### src/rtl/rvseed_result_tx_pkg.sv
// Shared constants and message ROM for the rvseed end-of-test UART reporter.
package rvseed_result_tx_pkg;

  localparam int unsigned UART_CLK_DIV = 868;

  localparam logic [7:0] ASCII_CR = 8'h0D;
  localparam logic [7:0] ASCII_LF = 8'h0A;
  localparam logic [7:0] ASCII_SP = 8'h20;
  localparam logic [7:0] ASCII_P  = 8'h50;
  localparam logic [7:0] ASCII_A  = 8'h41;
  localparam logic [7:0] ASCII_S  = 8'h53;
  localparam logic [7:0] ASCII_F  = 8'h46;
  localparam logic [7:0] ASCII_I  = 8'h49;
  localparam logic [7:0] ASCII_L  = 8'h4C;

  localparam logic [3:0] MSG_LEN_PASS = 4'd6;
  localparam logic [3:0] MSG_LEN_FAIL = 4'd9;

  function automatic logic [7:0] hex_ascii(input logic [3:0] n);
    return (n < 4'd10) ? (8'h30 + {4'h0, n}) : (8'h37 + {4'h0, n});
  endfunction

  // "PASS\r\n" or "FAIL HH\r\n", indexed from the first character.
  function automatic logic [7:0] msg_byte(input logic pass, input logic [3:0] idx,
                                          input logic [7:0] num);
    logic [7:0] b;
    b = ASCII_LF;
    if (pass) begin
      case (idx)
        4'd0:    b = ASCII_P;
        4'd1:    b = ASCII_A;
        4'd2:    b = ASCII_S;
        4'd3:    b = ASCII_S;
        4'd4:    b = ASCII_CR;
        default: b = ASCII_LF;
      endcase
    end else begin
      case (idx)
        4'd0:    b = ASCII_F;
        4'd1:    b = ASCII_A;
        4'd2:    b = ASCII_I;
        4'd3:    b = ASCII_L;
        4'd4:    b = ASCII_SP;
        4'd5:    b = hex_ascii(num[7:4]);
        4'd6:    b = hex_ascii(num[3:0]);
        4'd7:    b = ASCII_CR;
        default: b = ASCII_LF;
      endcase
    end
    return b;
  endfunction

endpackage

### src/rtl/rvseed_result_tx_uart_tx_byte.sv
// UART 8N1 byte transmitter: start bit, 8 data bits LSB first, one stop bit.
module uart_tx_byte
  import rvseed_result_tx_pkg::*;
#(
  parameter int unsigned CLK_DIV = UART_CLK_DIV
) (
  input  logic       clk,
  input  logic       rst_n,
  input  logic       tx_start,
  input  logic [7:0] tx_data,
  output logic       tx_busy,
  output logic       tx_done,
  output logic       uart_tx
);

  localparam int unsigned CW = (CLK_DIV > 1) ? $clog2(CLK_DIV) : 1;
  localparam logic [CW-1:0] BAUD_LAST = CW'(CLK_DIV - 1);

  localparam logic [1:0] S_IDLE  = 2'd0;
  localparam logic [1:0] S_START = 2'd1;
  localparam logic [1:0] S_DATA  = 2'd2;
  localparam logic [1:0] S_STOP  = 2'd3;

  logic [1:0]    state_q, state_d;
  logic [CW-1:0] baud_q, baud_d;
  logic [2:0]    bit_q, bit_d;
  logic [7:0]    shreg_q, shreg_d;
  logic          tx_q, tx_d;
  logic          wrap;

  assign wrap = (baud_q == BAUD_LAST);

  always_comb begin
    state_d = state_q;
    baud_d  = baud_q;
    bit_d   = bit_q;
    shreg_d = shreg_q;
    if (state_q != S_IDLE) begin
      baud_d = wrap ? '0 : baud_q + 1'b1;
    end
    case (state_q)
      S_IDLE: begin
        baud_d = '0;
        if (tx_start) begin
          state_d = S_START;
          shreg_d = tx_data;
          bit_d   = '0;
        end
      end
      S_START: if (wrap) state_d = S_DATA;
      S_DATA: begin
        if (wrap) begin
          shreg_d = {1'b0, shreg_q[7:1]};
          if (bit_q == 3'd7) state_d = S_STOP;
          else               bit_d   = bit_q + 3'd1;
        end
      end
      S_STOP: if (wrap) state_d = S_IDLE;
      default: state_d = S_IDLE;
    endcase
    // Line level is registered from the next state so the pin never glitches.
    case (state_d)
      S_START: tx_d = 1'b0;
      S_DATA:  tx_d = shreg_d[0];
      default: tx_d = 1'b1;
    endcase
  end

  always_ff @(posedge clk) begin
    if (!rst_n) begin
      state_q <= S_IDLE;
      baud_q  <= '0;
      bit_q   <= '0;
      shreg_q <= '0;
      tx_q    <= 1'b1;
    end else begin
      state_q <= state_d;
      baud_q  <= baud_d;
      bit_q   <= bit_d;
      shreg_q <= shreg_d;
      tx_q    <= tx_d;
    end
  end

  assign tx_busy = (state_q != S_IDLE);
  assign tx_done = (state_q == S_STOP) && wrap;
  assign uart_tx = tx_q;

endmodule

### src/rtl/rvseed_result_tx.sv
// rvseed end-of-test reporter: on the end-flag rise, sends one PASS/FAIL line over UART.
module rvseed_result_tx
  import rvseed_result_tx_pkg::*;
#(
  parameter int unsigned CPU_WIDTH = 32,
  parameter int unsigned CLK_DIV   = UART_CLK_DIV,
  parameter int unsigned END_DLY   = 1
) (
  input  logic                 clk,
  input  logic                 rst_n,
  input  logic                 sim_end,
  input  logic                 sim_pass,
  input  logic [CPU_WIDTH-1:0] test_num,
  output logic                 uart_tx,
  output logic                 busy,
  output logic                 done
);

  localparam logic [2:0] ST_IDLE  = 3'd0;
  localparam logic [2:0] ST_DELAY = 3'd1;
  localparam logic [2:0] ST_LOAD  = 3'd2;
  localparam logic [2:0] ST_SEND  = 3'd3;
  localparam logic [2:0] ST_DONE  = 3'd4;

  localparam logic [15:0] DLY_LAST = 16'(END_DLY - 1);

  logic [2:0]  state_q, state_d;
  logic        sim_end_q, sim_end_d;
  logic [15:0] dly_q, dly_d;
  logic        pass_q, pass_d;
  logic [7:0]  num_q, num_d;
  logic [3:0]  len_q, len_d;
  logic [3:0]  idx_q, idx_d;
  logic        busy_q, busy_d;
  logic        done_q, done_d;

  logic        tx_start, tx_busy, tx_done;
  logic [7:0]  tx_data;
  logic        unused_test_num_hi;

  assign unused_test_num_hi = ^test_num[CPU_WIDTH-1:8];
  assign tx_data = msg_byte(pass_q, idx_q, num_q);

  always_comb begin
    state_d   = state_q;
    sim_end_d = sim_end;
    dly_d     = dly_q;
    pass_d    = pass_q;
    num_d     = num_q;
    len_d     = len_q;
    idx_d     = idx_q;
    busy_d    = busy_q;
    done_d    = done_q;
    tx_start  = 1'b0;
    case (state_q)
      ST_IDLE: begin
        if (sim_end && !sim_end_q) begin
          state_d = ST_DELAY;
          busy_d  = 1'b1;
          dly_d   = '0;
        end
      end
      ST_DELAY: begin
        if (dly_q == DLY_LAST) begin
          pass_d  = sim_pass;
          num_d   = test_num[7:0];
          len_d   = sim_pass ? MSG_LEN_PASS : MSG_LEN_FAIL;
          idx_d   = '0;
          state_d = ST_LOAD;
        end else begin
          dly_d = dly_q + 16'd1;
        end
      end
      ST_LOAD: begin
        if (!tx_busy) begin
          tx_start = 1'b1;
          state_d  = ST_SEND;
        end
      end
      ST_SEND: begin
        if (tx_done) begin
          if (idx_q == len_q - 4'd1) begin
            state_d = ST_DONE;
            busy_d  = 1'b0;
            done_d  = 1'b1;
          end else begin
            idx_d   = idx_q + 4'd1;
            state_d = ST_LOAD;
          end
        end
      end
      ST_DONE: state_d = ST_DONE;
      default: state_d = ST_IDLE;
    endcase
  end

  always_ff @(posedge clk) begin
    if (!rst_n) begin
      state_q   <= ST_IDLE;
      sim_end_q <= 1'b0;
      dly_q     <= '0;
      pass_q    <= 1'b0;
      num_q     <= '0;
      len_q     <= '0;
      idx_q     <= '0;
      busy_q    <= 1'b0;
      done_q    <= 1'b0;
    end else begin
      state_q   <= state_d;
      sim_end_q <= sim_end_d;
      dly_q     <= dly_d;
      pass_q    <= pass_d;
      num_q     <= num_d;
      len_q     <= len_d;
      idx_q     <= idx_d;
      busy_q    <= busy_d;
      done_q    <= done_d;
    end
  end

  uart_tx_byte #(.CLK_DIV(CLK_DIV)) u_tx (
    .clk      (clk),
    .rst_n    (rst_n),
    .tx_start (tx_start),
    .tx_data  (tx_data),
    .tx_busy  (tx_busy),
    .tx_done  (tx_done),
    .uart_tx  (uart_tx)
  );

  assign busy = busy_q;
  assign done = done_q;

endmodule

### config.mk
export PLATFORM = sky130hd
export DESIGN_NAME = rvseed_result_tx
export DESIGN_NICKNAME = d
export VERILOG_FILES = /design/src/rtl/rvseed_result_tx_pkg.sv /design/src/rtl/rvseed_result_tx_uart_tx_byte.sv /design/src/rtl/rvseed_result_tx.sv
export SDC_FILE = /design/constraint.sdc
export NUM_CORES = 1
export LEC_CHECK = 0
export ABC_AREA = 1
export CAP_MARGIN = 20
export CORE_UTILIZATION = 40
export DETAILED_ROUTE_END_ITERATION = 10
export PLACE_DENSITY = 0.67
export SYNTH_ARGS = -nofsm -noshare
export SYNTH_HDL_FRONTEND = slang
export SYNTH_SLANG_ARGS = --single-unit
### constraint.sdc
create_clock -name clk -period 2.5 [get_ports clk]
set_input_delay 0.5 -clock clk [delete_from_list [all_inputs] [get_ports clk]]
set_output_delay 0.5 -clock clk [all_outputs]
set_load 0.01 [all_outputs]
==> parameters.txt <==
Parameter                              Value

Placement
  Sum of net half-perimeters after detailed placement    5880 um
  Placed inst area    3830 um^2
  Number of buffers inserted by port buffering    14
  Final GP Congestion    0.985

STA
  Largest clock skew in the final design    0.0113 ns
  Period minus WS final    2.02 ns
  Setup-failing EPs final    0
  Maximum frequency from static timing analysis    0.496 GHz
  RSZ-0062 raised after global routing    false
  Part of the cycle the worst path needs    80.6%
  Final total negative setup slack    0 ns
  Relative slew slack    66.6%
  Final-report max-slew violation count    0
  Fin. Hold Viols    0
  Slew at the pin with the worst max-slew slack    0.497 ns

Setup path
  Reg-to-reg critical path endpoint    idx_q[1]$_SDFFE_PN0P_
  Startpoint class of the critical path    flop
  Type of destination of the critical path    flop
  Crit path kind    reg -> reg
  Startpoint of the worst register-to-register path    len_q[2]$_SDFFE_PN0P_
  Worst reg-to-reg path cell count    11
  Critical path data arrival time    2.26 ns
  Req. time, crit path    2.74 ns
  Crit path max fanout    9
  Worst R2R Setup Slack    0.48 ns

Global routing
  Leftover overflow at the end of global routing    0
  Overall Global Routing Usage    18.0%
  Vias in the first global route    3,164
  Largest net degree at the start of global routing    20
  Wire length of the first global-routing pass    13,900 um
  Initial antenna violation count    0

Logic synthesis
  Area leader, netlist    sky130_fd_sc_hd__dfxtp_1
  Number of register bits inferred by synthesis    59
  Asr flop ratio synth    0%
  Avg Inst Size Synth    6.63 um^2
  Syn. warnings    0
  Number of enable-type register cells in the synthesized netlist    0
  Syn Nets    594
  Post-synth design cell area    3610 um^2
  Cell types with the highest counts after synthesis    sky130_fd_sc_hd__nand2_1 (113), sky130_fd_sc_hd__inv_1 (80), sky130_fd_sc_hd__nor2_1 (65), sky130_fd_sc_hd__dfxtp_1 (59), sky130_fd_sc_hd__nand3_1 (49)
  Most common flop cell mapped by yosys    sky130_fd_sc_hd__dfxtp_1
  Seq/Total Area, Yosys    32.7%
  Number of instances in the synthesized netlist    545
  Share of Yosys cell area claimed by the top area cell type    32.7%
  Most repeated cell in the gate-level netlist after synthesis    sky130_fd_sc_hd__nand2_1
  Synth cell types    38
  Cells taking the most area after synthesis    sky130_fd_sc_hd__dfxtp_1 (33%), sky130_fd_sc_hd__nand2_1 (12%), sky130_fd_sc_hd__inv_1 (8.3%), sky130_fd_sc_hd__nand3_1 (6.8%), sky130_fd_sc_hd__nor2_1 (6.8%)

Clock network
  Later-pin clock latency in the skew report    0.35 ns
  Number of sinks driven by the clock tree    59
  CTS tree    built
  Number of H-tree levels    3
  Root Buffer    sky130_fd_sc_hd__clkbuf_8
  Buffer levels on the longest clock path    2
  Count of hold buffers inserted by post-cts repair    0
  Number of gates resized after CTS    0
  CTS clk-pin slew, worst paths    0.07 ns
  Post-CTS setup-driven buffer insertion count    0
  Total clock buffers created by CTS    9

Detailed routing
  Routed wire length    7850 um
  Routed length per instance    11.6 um
  Number of vias per cell after detailed routing    5.03
  Number of vias after detailed routing    3,396
  Final antenna-violating net count    0
  Post-route DRC    0
  DRT Pass-1 Iters    4
  DR iter-0 viols    170

Floorplanning
  Total die area    9410 um^2
  Top-Level Pins    39
  Starting density of the core    41.4%
  Die Span Y    97.0 um
  Std-Cell Rows    34
  Die width    97.0 um
  Placeable Area    8720 um^2

Finish
  Share of final-layout standard cells stronger than drive strength 1    10.1%
  Number of nets in the final layout    611
  Area overhead of the layout relative to synthesis    11.3%
  Post-route cell area    4020 um^2
  Antenna diodes    0

Power and ir drop
  IR Drop Worst-Case VDD    0.321 mV
  Total power per unit cell area    703 nW/um^2
  LEAKAGE    0.00161 uW

Min path
  Worst Min Path Start    u_tx.baud_q[0]$_SDFFE_PP0N_
  Hold path depth    1
  Worst Hold Path EP    u_tx.baud_q[0]$_SDFFE_PP0N_
  Worst min-delay path category    reg -> reg

Run status
  Result of the run    finished, final reports clean

Flow run
  Max-cap check violation count    0
-- flip-flops by register name (all words and copies together), names as in the netlist --
register      flops
dly_q            16
u_tx.baud_q      10
num_q             8
u_tx.shreg_q      7
idx_q             4
state_q           3
u_tx.bit_q        3
len_q             2
u_tx.state_q      2
busy              1
done              1
sim_end_q         1
u_tx.uart_tx      1
-- logic make-up after synthesis --
| kind of cell | share of synthesized area, % |
|---|---|
| adder cells (fa/ha/maj) | 4.50 |
| XOR/XNOR | 1.46 |
| AO/OA/AOI/OAI | 12.6 |
| flip-flops | 32.7 |
| AND/OR/NAND/NOR | 37.2 |
| buffers and inverters | 11.6 |
-- critical path, stage by stage (launching register included) --
cell                      delay, ns
sky130_fd_sc_hd__dfxtp_1       0.48
sky130_fd_sc_hd__inv_1         0.19
sky130_fd_sc_hd__ha_1          0.34
sky130_fd_sc_hd__xnor2_1       0.12
sky130_fd_sc_hd__nand3_1       0.07
sky130_fd_sc_hd__nor2_1        0.07
sky130_fd_sc_hd__nor2_1        0.20
sky130_fd_sc_hd__inv_2         0.10
sky130_fd_sc_hd__nor2_8        0.16
sky130_fd_sc_hd__nand2_1       0.07
sky130_fd_sc_hd__nand2_1       0.07
sky130_fd_sc_hd__nor2_1        0.04
-- worst max-delay path by stage --
stage	start	endpoint	slack, ns	cells after the start
after floorplan	len_q[2]$_SDFFE_PN0P_	idx_q[0]$_SDFFE_PN0P_	0.64	12
after global placement	sim_end	dly_q[3]$_SDFFE_PN0P_	0.40	9
after detailed placement	sim_end	dly_q[3]$_SDFFE_PN0P_	0.39	9
after CTS	len_q[2]$_SDFFE_PN0P_	idx_q[1]$_SDFFE_PN0P_	0.48	11
after global routing	len_q[2]$_SDFFE_PN0P_	idx_q[0]$_SDFFE_PN0P_	0.24	11
final	len_q[2]$_SDFFE_PN0P_	idx_q[1]$_SDFFE_PN0P_	0.48	11
-- layer usage --
layer  track usage (%)  share of wire, %
met2              28.1                44
met1              23.7                49
met5                 0                 0
met4              8.61               2.0
met3              3.54               5.2
-- stage by stage --
step	util, %	worst slack, ns	cells	hold WS (ns)	total power (uW)
final	46.1	0.485	675	0.462	2830
after global routing	46.1	0.238	675	0.479	3040
after CTS	46.1	0.485	675	0.470	2840
after detailed placement	44.0	0.387	659	0.456	1990
after global placement	44.0	0.402	659	0.430	1970
after floorplan	-	0.638	545	0.418	1810
-- layout make-up --
class | count | area (um^2)
multi-input combinational | 388 | 2010
timing repair buffer | 18 | 183
clock buffer | 11 | 131
clock inverter | 5 | 53.8
tap | 108 | 135
fill | 884 | 4700
sequential | 59 | 1180
inverter | 86 | 323
-- placed cells by master (no fill, tap or decap), types with 3 or more instances in the layout --
cell type                         synthesis  final
sky130_fd_sc_hd__nand2_1                113    113
sky130_fd_sc_hd__inv_1                   80     80
sky130_fd_sc_hd__nor2_1                  65     65
sky130_fd_sc_hd__dfxtp_1                 59     59
sky130_fd_sc_hd__nand3_1                 49     49
sky130_fd_sc_hd__a21oi_1                 40     40
sky130_fd_sc_hd__o21ai_0                 22     22
sky130_fd_sc_hd__nor3_1                  15     15
sky130_fd_sc_hd__clkdlybuf4s50_1          0     14
sky130_fd_sc_hd__ha_1                    13     13
sky130_fd_sc_hd__nor2_2                   9      9
sky130_fd_sc_hd__nand4_1                  9      9
sky130_fd_sc_hd__clkbuf_8                 1      9
sky130_fd_sc_hd__inv_2                    6      6
sky130_fd_sc_hd__nand2_2                  5      5
sky130_fd_sc_hd__o22ai_1                  5      5
sky130_fd_sc_hd__o211ai_1                 4      4
sky130_fd_sc_hd__nand3_2                  4      4
sky130_fd_sc_hd__nand2_4                  4      4
sky130_fd_sc_hd__nor2_4                   3      3
sky130_fd_sc_hd__xnor2_1                  3      3
sky130_fd_sc_hd__a31oi_1                  3      3
sky130_fd_sc_hd__xor2_1                   3      3
sky130_fd_sc_hd__or2_2                    3      3
sky130_fd_sc_hd__clkinv_2                 0      3
sky130_fd_sc_hd__buf_4                    0      3
-- where the power goes --
group | internal [uW] | switching (uW)
Clock | 458 | 395
Sequential | 1040 | 86.8
Combinational | 295 | 554
(Power assumes the default switching activity.)
